`src/rtl/mul_issue_ctrl_if.sv`:
```
// Signal bundle between the EX stage, mul_issue_ctrl and the iterative multiplier.
// slave is the controller's view; master is the view of whoever drives it.
interface mul_issue_ctrl_if #(
  parameter int unsigned XLEN = 32
);
  logic              ex_valid;
  logic [1:0]        ex_op;
  logic [XLEN-1:0]   ex_rs1;
  logic [XLEN-1:0]   ex_rs2;
  logic              ex_flush;
  logic              ex_stall;
  logic              ex_done;
  logic [XLEN-1:0]   ex_result;
  logic              mul_in_valid;
  logic [XLEN-1:0]   mul_mplier;
  logic [XLEN-1:0]   mul_mcand;
  logic [2*XLEN-1:0] mul_product;
  logic              mul_out_valid;
  logic              mul_stall;

  modport slave (
    input  ex_valid, ex_op, ex_rs1, ex_rs2, ex_flush, mul_product, mul_out_valid, mul_stall,
    output ex_stall, ex_done, ex_result, mul_in_valid, mul_mplier, mul_mcand
  );

  modport master (
    output ex_valid, ex_op, ex_rs1, ex_rs2, ex_flush, mul_product, mul_out_valid, mul_stall,
    input  ex_stall, ex_done, ex_result, mul_in_valid, mul_mplier, mul_mcand
  );
endinterface

```
`src/rtl/mul_issue_ctrl.sv`:
```
// EX-stage control for MUL/MULH/MULHSU/MULHU around an unsigned iterative multiplier.
// Converts signed operands to magnitudes, issues, waits, sign-corrects the product and
// keeps a one-entry result cache so MULH followed by MUL on the same operands skips the issue.
module mul_issue_ctrl #(
  parameter int unsigned XLEN     = 32,
  parameter bit          CACHE_EN = 1'b1
) (
  input logic             clk,
  input logic             rst_n,
  mul_issue_ctrl_if.slave bus
);
  localparam int unsigned PW = 2 * XLEN;

  // Signedness class; MUL and MULHU share the unsigned class.
  localparam logic [1:0] ModeUu = 2'd0;
  localparam logic [1:0] ModeSs = 2'd1;
  localparam logic [1:0] ModeSu = 2'd2;

  typedef enum logic [2:0] {StIdle, StIssue, StWait, StDone, StDrain} state_e;

  state_e            state_q, state_d;
  logic [XLEN-1:0]   mplier_q, mcand_q, rs1_q, rs2_q;
  logic [1:0]        op_q;
  logic              neg_q;
  logic [PW-1:0]     prod_q;
  logic              cache_valid_q;
  logic [XLEN-1:0]   cache_rs1_q, cache_rs2_q;
  logic [1:0]        cache_mode_q;
  logic [PW-1:0]     cache_prod_q;

  logic              rs1_signed, rs2_signed, neg_in, cache_hit;
  logic [1:0]        mode_in;
  logic [XLEN-1:0]   rs1_mag, rs2_mag;
  logic [PW-1:0]     corr_prod;
  logic              accept, capture, cache_wr;

  function automatic logic [1:0] mode_of(input logic [1:0] op);
    unique case (op)
      2'b01:   mode_of = ModeSs;
      2'b10:   mode_of = ModeSu;
      default: mode_of = ModeUu;
    endcase
  endfunction

  // Low half for MUL, high half for every other op.
  function automatic logic [XLEN-1:0] res_sel(input logic [1:0] op, input logic [PW-1:0] p);
    res_sel = (op == 2'b00) ? p[XLEN-1:0] : p[PW-1:XLEN];
  endfunction

  // Operand decode, magnitude conversion, cache lookup and product sign correction.
  always_comb begin
    rs1_signed = (bus.ex_op == 2'b01) || (bus.ex_op == 2'b10);
    rs2_signed = (bus.ex_op == 2'b01);
    rs1_mag    = (rs1_signed && bus.ex_rs1[XLEN-1]) ? (~bus.ex_rs1 + XLEN'(1)) : bus.ex_rs1;
    rs2_mag    = (rs2_signed && bus.ex_rs2[XLEN-1]) ? (~bus.ex_rs2 + XLEN'(1)) : bus.ex_rs2;
    neg_in     = (rs1_signed && bus.ex_rs1[XLEN-1]) ^ (rs2_signed && bus.ex_rs2[XLEN-1]);
    mode_in    = mode_of(bus.ex_op);
    // The low half is sign-independent, so MUL hits against any stored mode.
    cache_hit  = CACHE_EN && cache_valid_q && (bus.ex_rs1 == cache_rs1_q) &&
                 (bus.ex_rs2 == cache_rs2_q) && ((bus.ex_op == 2'b00) || (mode_in == cache_mode_q));
    corr_prod  = neg_q ? (~bus.mul_product + PW'(1)) : bus.mul_product;
  end

  // Next-state and handshake outputs; flush always wins over hit/accept.
  always_comb begin
    state_d          = state_q;
    bus.ex_stall     = 1'b0;
    bus.ex_done      = 1'b0;
    bus.ex_result    = '0;
    bus.mul_in_valid = 1'b0;
    accept           = 1'b0;
    capture          = 1'b0;
    cache_wr         = 1'b0;
    unique case (state_q)
      StIdle: begin
        if (bus.ex_valid && !bus.ex_flush) begin
          if (cache_hit) begin
            bus.ex_done   = 1'b1;
            bus.ex_result = res_sel(bus.ex_op, cache_prod_q);
          end else begin
            accept       = 1'b1;
            bus.ex_stall = 1'b1;
            state_d      = StIssue;
          end
        end
      end
      StIssue: begin
        if (bus.ex_flush) begin
          state_d = StIdle;
        end else begin
          bus.mul_in_valid = 1'b1;
          bus.ex_stall     = 1'b1;
          if (!bus.mul_stall) state_d = StWait;
        end
      end
      StWait: begin
        if (bus.ex_flush) begin
          // A product landing in the flush cycle is already the one to discard.
          state_d = bus.mul_out_valid ? StIdle : StDrain;
        end else begin
          bus.ex_stall = 1'b1;
          if (bus.mul_out_valid) begin
            capture = 1'b1;
            state_d = StDone;
          end
        end
      end
      StDone: begin
        if (!bus.ex_flush) begin
          bus.ex_done   = 1'b1;
          bus.ex_result = res_sel(op_q, prod_q);
          cache_wr      = 1'b1;
        end
        state_d = StIdle;
      end
      StDrain: begin
        bus.ex_stall = bus.ex_valid;
        if (bus.mul_out_valid) state_d = StIdle;
      end
      default: state_d = StIdle;
    endcase
  end

  assign bus.mul_mplier = mplier_q;
  assign bus.mul_mcand  = mcand_q;

  // State, operand capture, product capture and cache entry.
  always_ff @(posedge clk or negedge rst_n) begin
    if (!rst_n) begin
      state_q       <= StIdle;
      mplier_q      <= '0;
      mcand_q       <= '0;
      rs1_q         <= '0;
      rs2_q         <= '0;
      op_q          <= '0;
      neg_q         <= 1'b0;
      prod_q        <= '0;
      cache_valid_q <= 1'b0;
      cache_rs1_q   <= '0;
      cache_rs2_q   <= '0;
      cache_mode_q  <= ModeUu;
      cache_prod_q  <= '0;
    end else begin
      state_q <= state_d;
      if (accept) begin
        mplier_q <= rs1_mag;
        mcand_q  <= rs2_mag;
        rs1_q    <= bus.ex_rs1;
        rs2_q    <= bus.ex_rs2;
        op_q     <= bus.ex_op;
        neg_q    <= neg_in;
      end
      if (capture) prod_q <= corr_prod;
      if (cache_wr) begin
        cache_valid_q <= 1'b1;
        cache_rs1_q   <= rs1_q;
        cache_rs2_q   <= rs2_q;
        cache_mode_q  <= mode_of(op_q);
        cache_prod_q  <= prod_q;
      end
    end
  end
endmodule
```
`src/flat_wrapper.sv`:
```
// flat-port wrapper written by rule: the top's interface ports become plain ports
module mul_issue_ctrl_flat 
#(
  parameter int unsigned XLEN     = 32,
  parameter bit          CACHE_EN = 1'b1
)
  (clk, rst_n, bus_ex_valid, bus_ex_op, bus_ex_rs1, bus_ex_rs2, bus_ex_flush, bus_mul_product, bus_mul_out_valid, bus_mul_stall, bus_ex_stall, bus_ex_done, bus_ex_result, bus_mul_in_valid, bus_mul_mplier, bus_mul_mcand);
  mul_issue_ctrl_if #(.XLEN(XLEN)) bus_i ();
  input logic clk;
  input logic rst_n;
  input wire logic [$bits(bus_i.ex_valid)-1:0] bus_ex_valid;
  input wire logic [$bits(bus_i.ex_op)-1:0] bus_ex_op;
  input wire logic [$bits(bus_i.ex_rs1)-1:0] bus_ex_rs1;
  input wire logic [$bits(bus_i.ex_rs2)-1:0] bus_ex_rs2;
  input wire logic [$bits(bus_i.ex_flush)-1:0] bus_ex_flush;
  input wire logic [$bits(bus_i.mul_product)-1:0] bus_mul_product;
  input wire logic [$bits(bus_i.mul_out_valid)-1:0] bus_mul_out_valid;
  input wire logic [$bits(bus_i.mul_stall)-1:0] bus_mul_stall;
  output wire logic [$bits(bus_i.ex_stall)-1:0] bus_ex_stall;
  output wire logic [$bits(bus_i.ex_done)-1:0] bus_ex_done;
  output wire logic [$bits(bus_i.ex_result)-1:0] bus_ex_result;
  output wire logic [$bits(bus_i.mul_in_valid)-1:0] bus_mul_in_valid;
  output wire logic [$bits(bus_i.mul_mplier)-1:0] bus_mul_mplier;
  output wire logic [$bits(bus_i.mul_mcand)-1:0] bus_mul_mcand;
  assign bus_i.ex_valid = bus_ex_valid;
  assign bus_i.ex_op = bus_ex_op;
  assign bus_i.ex_rs1 = bus_ex_rs1;
  assign bus_i.ex_rs2 = bus_ex_rs2;
  assign bus_i.ex_flush = bus_ex_flush;
  assign bus_i.mul_product = bus_mul_product;
  assign bus_i.mul_out_valid = bus_mul_out_valid;
  assign bus_i.mul_stall = bus_mul_stall;
  assign bus_ex_stall = bus_i.ex_stall;
  assign bus_ex_done = bus_i.ex_done;
  assign bus_ex_result = bus_i.ex_result;
  assign bus_mul_in_valid = bus_i.mul_in_valid;
  assign bus_mul_mplier = bus_i.mul_mplier;
  assign bus_mul_mcand = bus_i.mul_mcand;
  mul_issue_ctrl #(.XLEN(XLEN), .CACHE_EN(CACHE_EN)) u_core (.clk(clk), .rst_n(rst_n), .bus(bus_i));
endmodule
```
`config.mk`:
```
export PLATFORM = sky130hd
export DESIGN_NAME = mul_issue_ctrl_flat
export DESIGN_NICKNAME = d
export VERILOG_FILES = /design/src/rtl/mul_issue_ctrl_if.sv /design/src/rtl/mul_issue_ctrl.sv /design/src/flat_wrapper.sv
export SDC_FILE = /design/constraint.sdc
export NUM_CORES = 1
export LEC_CHECK = 0
export CAP_MARGIN = 20
export CORE_UTILIZATION = 50
export DETAILED_ROUTE_END_ITERATION = 16
export DONT_BUFFER_PORTS = 1
export MAX_ROUTING_LAYER = met4
export PLACE_DENSITY_LB_ADDON = 0.25
export SLEW_MARGIN = 0
export SYNTH_ARGS = -nofsm -noshare
export SYNTH_HDL_FRONTEND = slang
export SYNTH_SLANG_ARGS = --single-unit
export TNS_END_PERCENT = 30
```
`constraint.sdc`:
```
create_clock -name clk -period 5.9 [get_ports clk]
set_input_delay 0.295 -clock clk [delete_from_list [all_inputs] [get_ports clk]]
set_output_delay 0.295 -clock clk [all_outputs]
set_load 0.05 [all_outputs]
```
Word level (Yosys, flattened, before mapping)
Index checks and enable logic that the tools add are counted.
{ "classes": {"add_sub_neg": 3, "n_eq_ne": 16, "mux": 33, "bitwise_logic": 4, "n_reduce_logical": 14} }
{ "ops": {"columns": ["operator", "n"], "rows": [
  ["$mux 32", 7],
  ["$add 32x1->32 const B", 2],
  ["$add 64x1->64 const B", 1],
  ["$eq 32x32->1", 2],
  ["$mux 64", 1],
  ["$not 32->32", 2],
  ["$not 64->64", 1],
  ["$pmux 32 s2", 1],
  ["$mux 3", 8],
  ["$pmux 3 s4", 1],
  ["$mux 1", 11],
  ["$pmux 2 s2", 2],
  ["$eq 3x2->1 const B", 2],
  ["$logic_and 1x1->1", 6],
  ["$ne 3x3->1 const B", 2],
  ["$reduce_and 5->1", 1],
  ["$eq 2x1->1 const B", 2],
  ["$eq 2x2->1 const B", 2],
  ["$logic_not 2->1", 2],
  ["$ne 2x2->1 const B", 2],
  ["$eq 3x1->1 const B", 1],
  ["$eq 3x3->1 const B", 1],
  ["$logic_not 3->1", 1],
  ["$pmux 1 s3", 1],
  ["7 further kinds", 8]
]} }
{ "totals": {"register_bits": 329, "input_bits": 136, "output_inout_bits": 99, "word_cells": 83} }

Depth between registers and ports, before layout
{ "logic_depth": {"word_depth": 8, "ltp_mapped": 10, "ltp_nobuf": 8} }

Worst setup path after synthesis
OpenSTA, ideal clock, no wires.
{ "synth_timing": {"path_kind": "input to output", "start": "in bus_ex_rs2[24]", "end": "out bus_ex_result[0]", "arrival_time_ns": 2.979, "t_required_ns": 5.605, "slack_ns": 2.626, "cell_stages": 8, "path_buffers": 2, "path_cell_list": "clkbuf_1 > xnor2_1 > nand4_1 > nor4_1 > nand4_1 > nand4b_1 > clkbuf_1 > o31ai_1"} }
{ "synth_between": {"elab_chain_len": 6} }
{ "synth_rtl": {"columns": ["item", "line_no", "source"], "rows": [
  ["start: declaration", "flat_wrapper.sv:14", "input wire logic [$bits(bus_i.ex_rs2)-1:0] bus_ex_rs2;"],
  ["$eq 32x32->1", "mul_issue_ctrl.sv:60", "(bus.ex_rs2 == cache_rs2_q) && ((bus.ex_op == 2'b00) || (mode_in == cache_mode_q));"],
  ["$logic_and 1x1->1", "mul_issue_ctrl.sv:59", "cache_hit = CACHE_EN && cache_valid_q && (bus.ex_rs1 == cache_rs1_q) &&"],
  ["$logic_and 1x1->1", "mul_issue_ctrl.sv:60", null],
  ["$mux 32", "mul_issue_ctrl.sv:77", "if (cache_hit) begin"],
  ["$mux 32", "mul_issue_ctrl.sv:76", "if (bus.ex_valid && !bus.ex_flush) begin"],
  ["$pmux 32 s2", "mul_issue_ctrl.sv:74", "unique case (state_q)"],
  ["end: declaration", "flat_wrapper.sv:21", "output wire logic [$bits(bus_i.ex_result)-1:0] bus_ex_result;"]
]} }
No other way between the ends.

Worst setup path in the final report
{ "layout_timing": {"start": "reg u_core.cache_rs2_q[16]", "end": "out bus_ex_result[13]"} }
{ "layout_between": {"elab_chain_len": 6} }
{ "layout_rtl": {"columns": ["item", "line_no", "source"], "rows": [
  ["start: declaration", "mul_issue_ctrl.sv:27", "logic [XLEN-1:0] cache_rs1_q, cache_rs2_q;"],
  ["start signal: assignment", "mul_issue_ctrl.sv:157", "cache_rs2_q <= rs2_q;"],
  ["$eq 32x32->1", "mul_issue_ctrl.sv:60", null],
  ["$logic_and 1x1->1", "mul_issue_ctrl.sv:59", null],
  ["$logic_and 1x1->1", "mul_issue_ctrl.sv:60", null],
  ["$mux 32", "mul_issue_ctrl.sv:77", null],
  ["$mux 32", "mul_issue_ctrl.sv:76", null],
  ["$pmux 32 s2", "mul_issue_ctrl.sv:74", null]
]} }
No other way between the ends.

==> results.md <==
- Post-synth ARST share: 100%
- Hpwl dp: 30,600 um
- Nets@finish: 1,958
- Routed wire length: 46,400 um
- Status: finished with violations
- Number of antenna violations at the first check in global routing: 0
- Pwr dens: 404 nW/um^2
- Hold Slack: -0.527 ns
- Peak supply drop: 212 uV
- Area grow syn2layout: 15.2%
- Crit path max fanout: 35
- Clock Pin Slew Worst Setup and Hold Paths: 0.06 ns
- Avg Inst Size Synth: 9.65 um^2
- Lkg Pwr: 8.69 nW
- GRT overflow: 0
- DR pass1 iterations: 5
- Min Tclk post-route: 3.83 ns
- Post_cts resized: 0
- Flops & latches, synth: 327
- Root buffer cell: clkbuf_16
- Post-DR wirelength/cell: 20.3 um
- Register area share after synthesis: 47.8%
- EDFF count, synth: 0
- Drt drc: 0
- Vias: 12,941
- Part of the cycle the worst path needs: 64.8%
- Most frequent cells in the layout: 504 x nand2_1, 326 x dfrtp_1, 160 x mux2_2
- Unrepaired setup endpoints after global routing: no
- Fraction of layout cells with a size suffix above 1: 15.8%
- Distinct cell type count after synthesis: 58
- Die footprint: 35,000 um^2
- Top cell type's share of synthesized area: 47.8%
- Antenna diodes: 0
- Startpoint class of the critical path: flop
- Fin. Hold Viols: 327
- Die span in y: 187 um
- Worst min path class: in -> async
- CP Capture Type: output port
- # rows: 67
- Register area: 8180 um^2
- Slew @ Worst Pin: 1.08 ns
- Crit path arrival time: 3.53 ns
- Slew headroom: 27.7%
- First-pass GRT wire length: 74,300 um
- Vias in the first global route: 13,293
- CTS Buffer Depth: 3
- I/O pin cnt: 235
- CTS buffer count: 37
- PortBufs: 0
- Htree depth: 2
- MaxCap Viol Count: 0
- Clock tree from TritonCTS: done
- Worst R2R Start: u_core.cache_rs2_q[16]$_DFFE_PN0P_
- Post-DRT Antenna Nets: 0
- Area leader, netlist: dfrtp_1
- Synth warn: 0
- Initial Util: 51.0%
- Initial DRC Count: 744
- Core region area: 33,600 um^2
- Design area: 19,700 um^2
- Post-synthesis cell count: 1,774
- Largest net degree at the start of global routing: 328
- Failing checks: negative hold slack
- Data required, critical path: 5.61 ns
- Filler cells: 2,877
- Setup TNS: 0 ns
- Multi-input logic area: 8620 um^2
- Synth Net Count: 1,916
- Kind of critical path: reg -> out
- Clock Skew: 0.0138 ns
- Post-CTS Setup Bufs: 0
- DP Area: 17,600 um^2
- Achievable frequency: 261 MHz
- Sinks on Clock Net: 327
- Avg Vias per Cell: 5.65
- Largest cells by area after synthesis: dfrtp_1 48%, nand2_1 11%, mux2_2 11%
- Gr usage total: 27.6%
- Hold buffer count at cts: 96
- RePlAce Congestion: 0.907
- Crit. Startpoint: u_core.cache_rs2_q[16]$_DFFE_PN0P_
- Die W: 187 um
- Worst-Skew Late Latency: 0.52 ns
- Commonest non-fill, non-tap cell in the layout: nand2_1
- Post-Syn Area: 17,100 um^2
- Final setup fails: 0
- Pins Over Slew Limit: 0
- Post-synth top flop: dfrtp_1
-- through the flow --
stage          setup WS [ns]  instances  utilization [%]  total power, mW  hold slack (ns)
3_5_place_dp            2.28       2129             52.3             5.66          0.00637
3_3_place_gp            2.29       2129             52.3             5.60          0.00849
5_1_grt                 1.98       2289             58.7             8.37           -0.541
4_1_cts                 2.11       2289             58.7             8.02           -0.544
6_report                2.07       2289             58.7             7.97           -0.527
2_1_floorplan           2.63       1774                -             5.16        -0.000591
-- flip-flops by register name, summed over array words and instances (netlist names), 2 cells and up --
name / flops
u_core.cache_prod_q: 64
u_core.prod_q: 64
u_core.bus.mul_mcand: 32
u_core.bus.mul_mplier: 32
u_core.cache_rs1_q: 32
u_core.cache_rs2_q: 32
u_core.rs1_q: 31
u_core.rs2_q: 31
u_core.state_q: 3
u_core.cache_mode_q: 2
u_core.op_q: 2
-- final cells by class --
type	instances	area share, %
flip-flops and latches	327	41.5
inverters	28	0.533
clock buffers	55	5.61
multi-input cells	1315	43.7
clock inverters	9	0.501
repair buffers	107	5.35
well taps	448	2.84
-- synth_stat cells (24+ instances only) --
library cell    n
clkbuf_1       79
o31ai_1        59
inv_1          28
xor2_1         85
nand2_1       505
mux2i_1        35
nand4_1        27
nor3_1         24
nand2b_1       38
mux2_2        160
o21ai_0        86
nor2_1         33
a21oi_1        27
dfrtp_1       327
xnor2_1        78
-- power breakdown --
part / internal [mW] / leakage (nW) / switching, mW
Combinational: 0.840 / 3.94 / 0.832
Sequential: 2.95 / 4.15 / 1.07
Clock: 1.38 / 0.598 / 0.899
Total: 5.17 / 8.69 / 2.80
-- cells by family after synthesis --
logic type / Yosys count / share of synthesized area [%]
DFF: 327 / 47.8
adders and majority gates: 6 / 0.438
and+or+nand+nor: 729 / 19.3
xor gates and xnor gates: 163 / 8.34
AOI/OAI and AO/OA: 222 / 8.41
buffers and inverters: 132 / 3.15
muxes: 195 / 12.6
-- path summary, 6_finish.rpt --
check | to | slack [ns] | cells after the start
setup / recovery | bus_ex_result[13] | 2.07 | 7
hold / removal | u_core.rs2_q[31]$_DFFE_PN0P_ | -0.53 | 0
setup reg to reg | u_core.rs2_q[1]$_DFFE_PN0P_ | 2.48 | 7
hold reg to reg | u_core.cache_rs2_q[30]$_DFFE_PN0P_ | 0.45 | 2
max in group asynchronous | u_core.prod_q[8]$_DFFE_PN0P_ | 5.86 | 0
min in group clk | u_core.prod_q[42]$_DFFE_PN0P_ | 0.01 | 2
-- critical path, stage by stage (launching register included) --
cell      delay [ns]
dfrtp_1         0.38
xnor2_1         0.35
nand4_1         0.18
nor4_1          0.31
nand4_1         0.25
nand4b_1        0.26
buf_4           0.35
o31ai_2         0.91
-- per-layer routing --
layer | track usage, % | routed length, um
met5 | - | 0
met4 | 6.75 | 1040
met3 | 4.73 | 2450
met2 | 45.5 | 22800
met1 | 35.3 | 20200
Note: power is estimated with default switching activity, not from simulation.
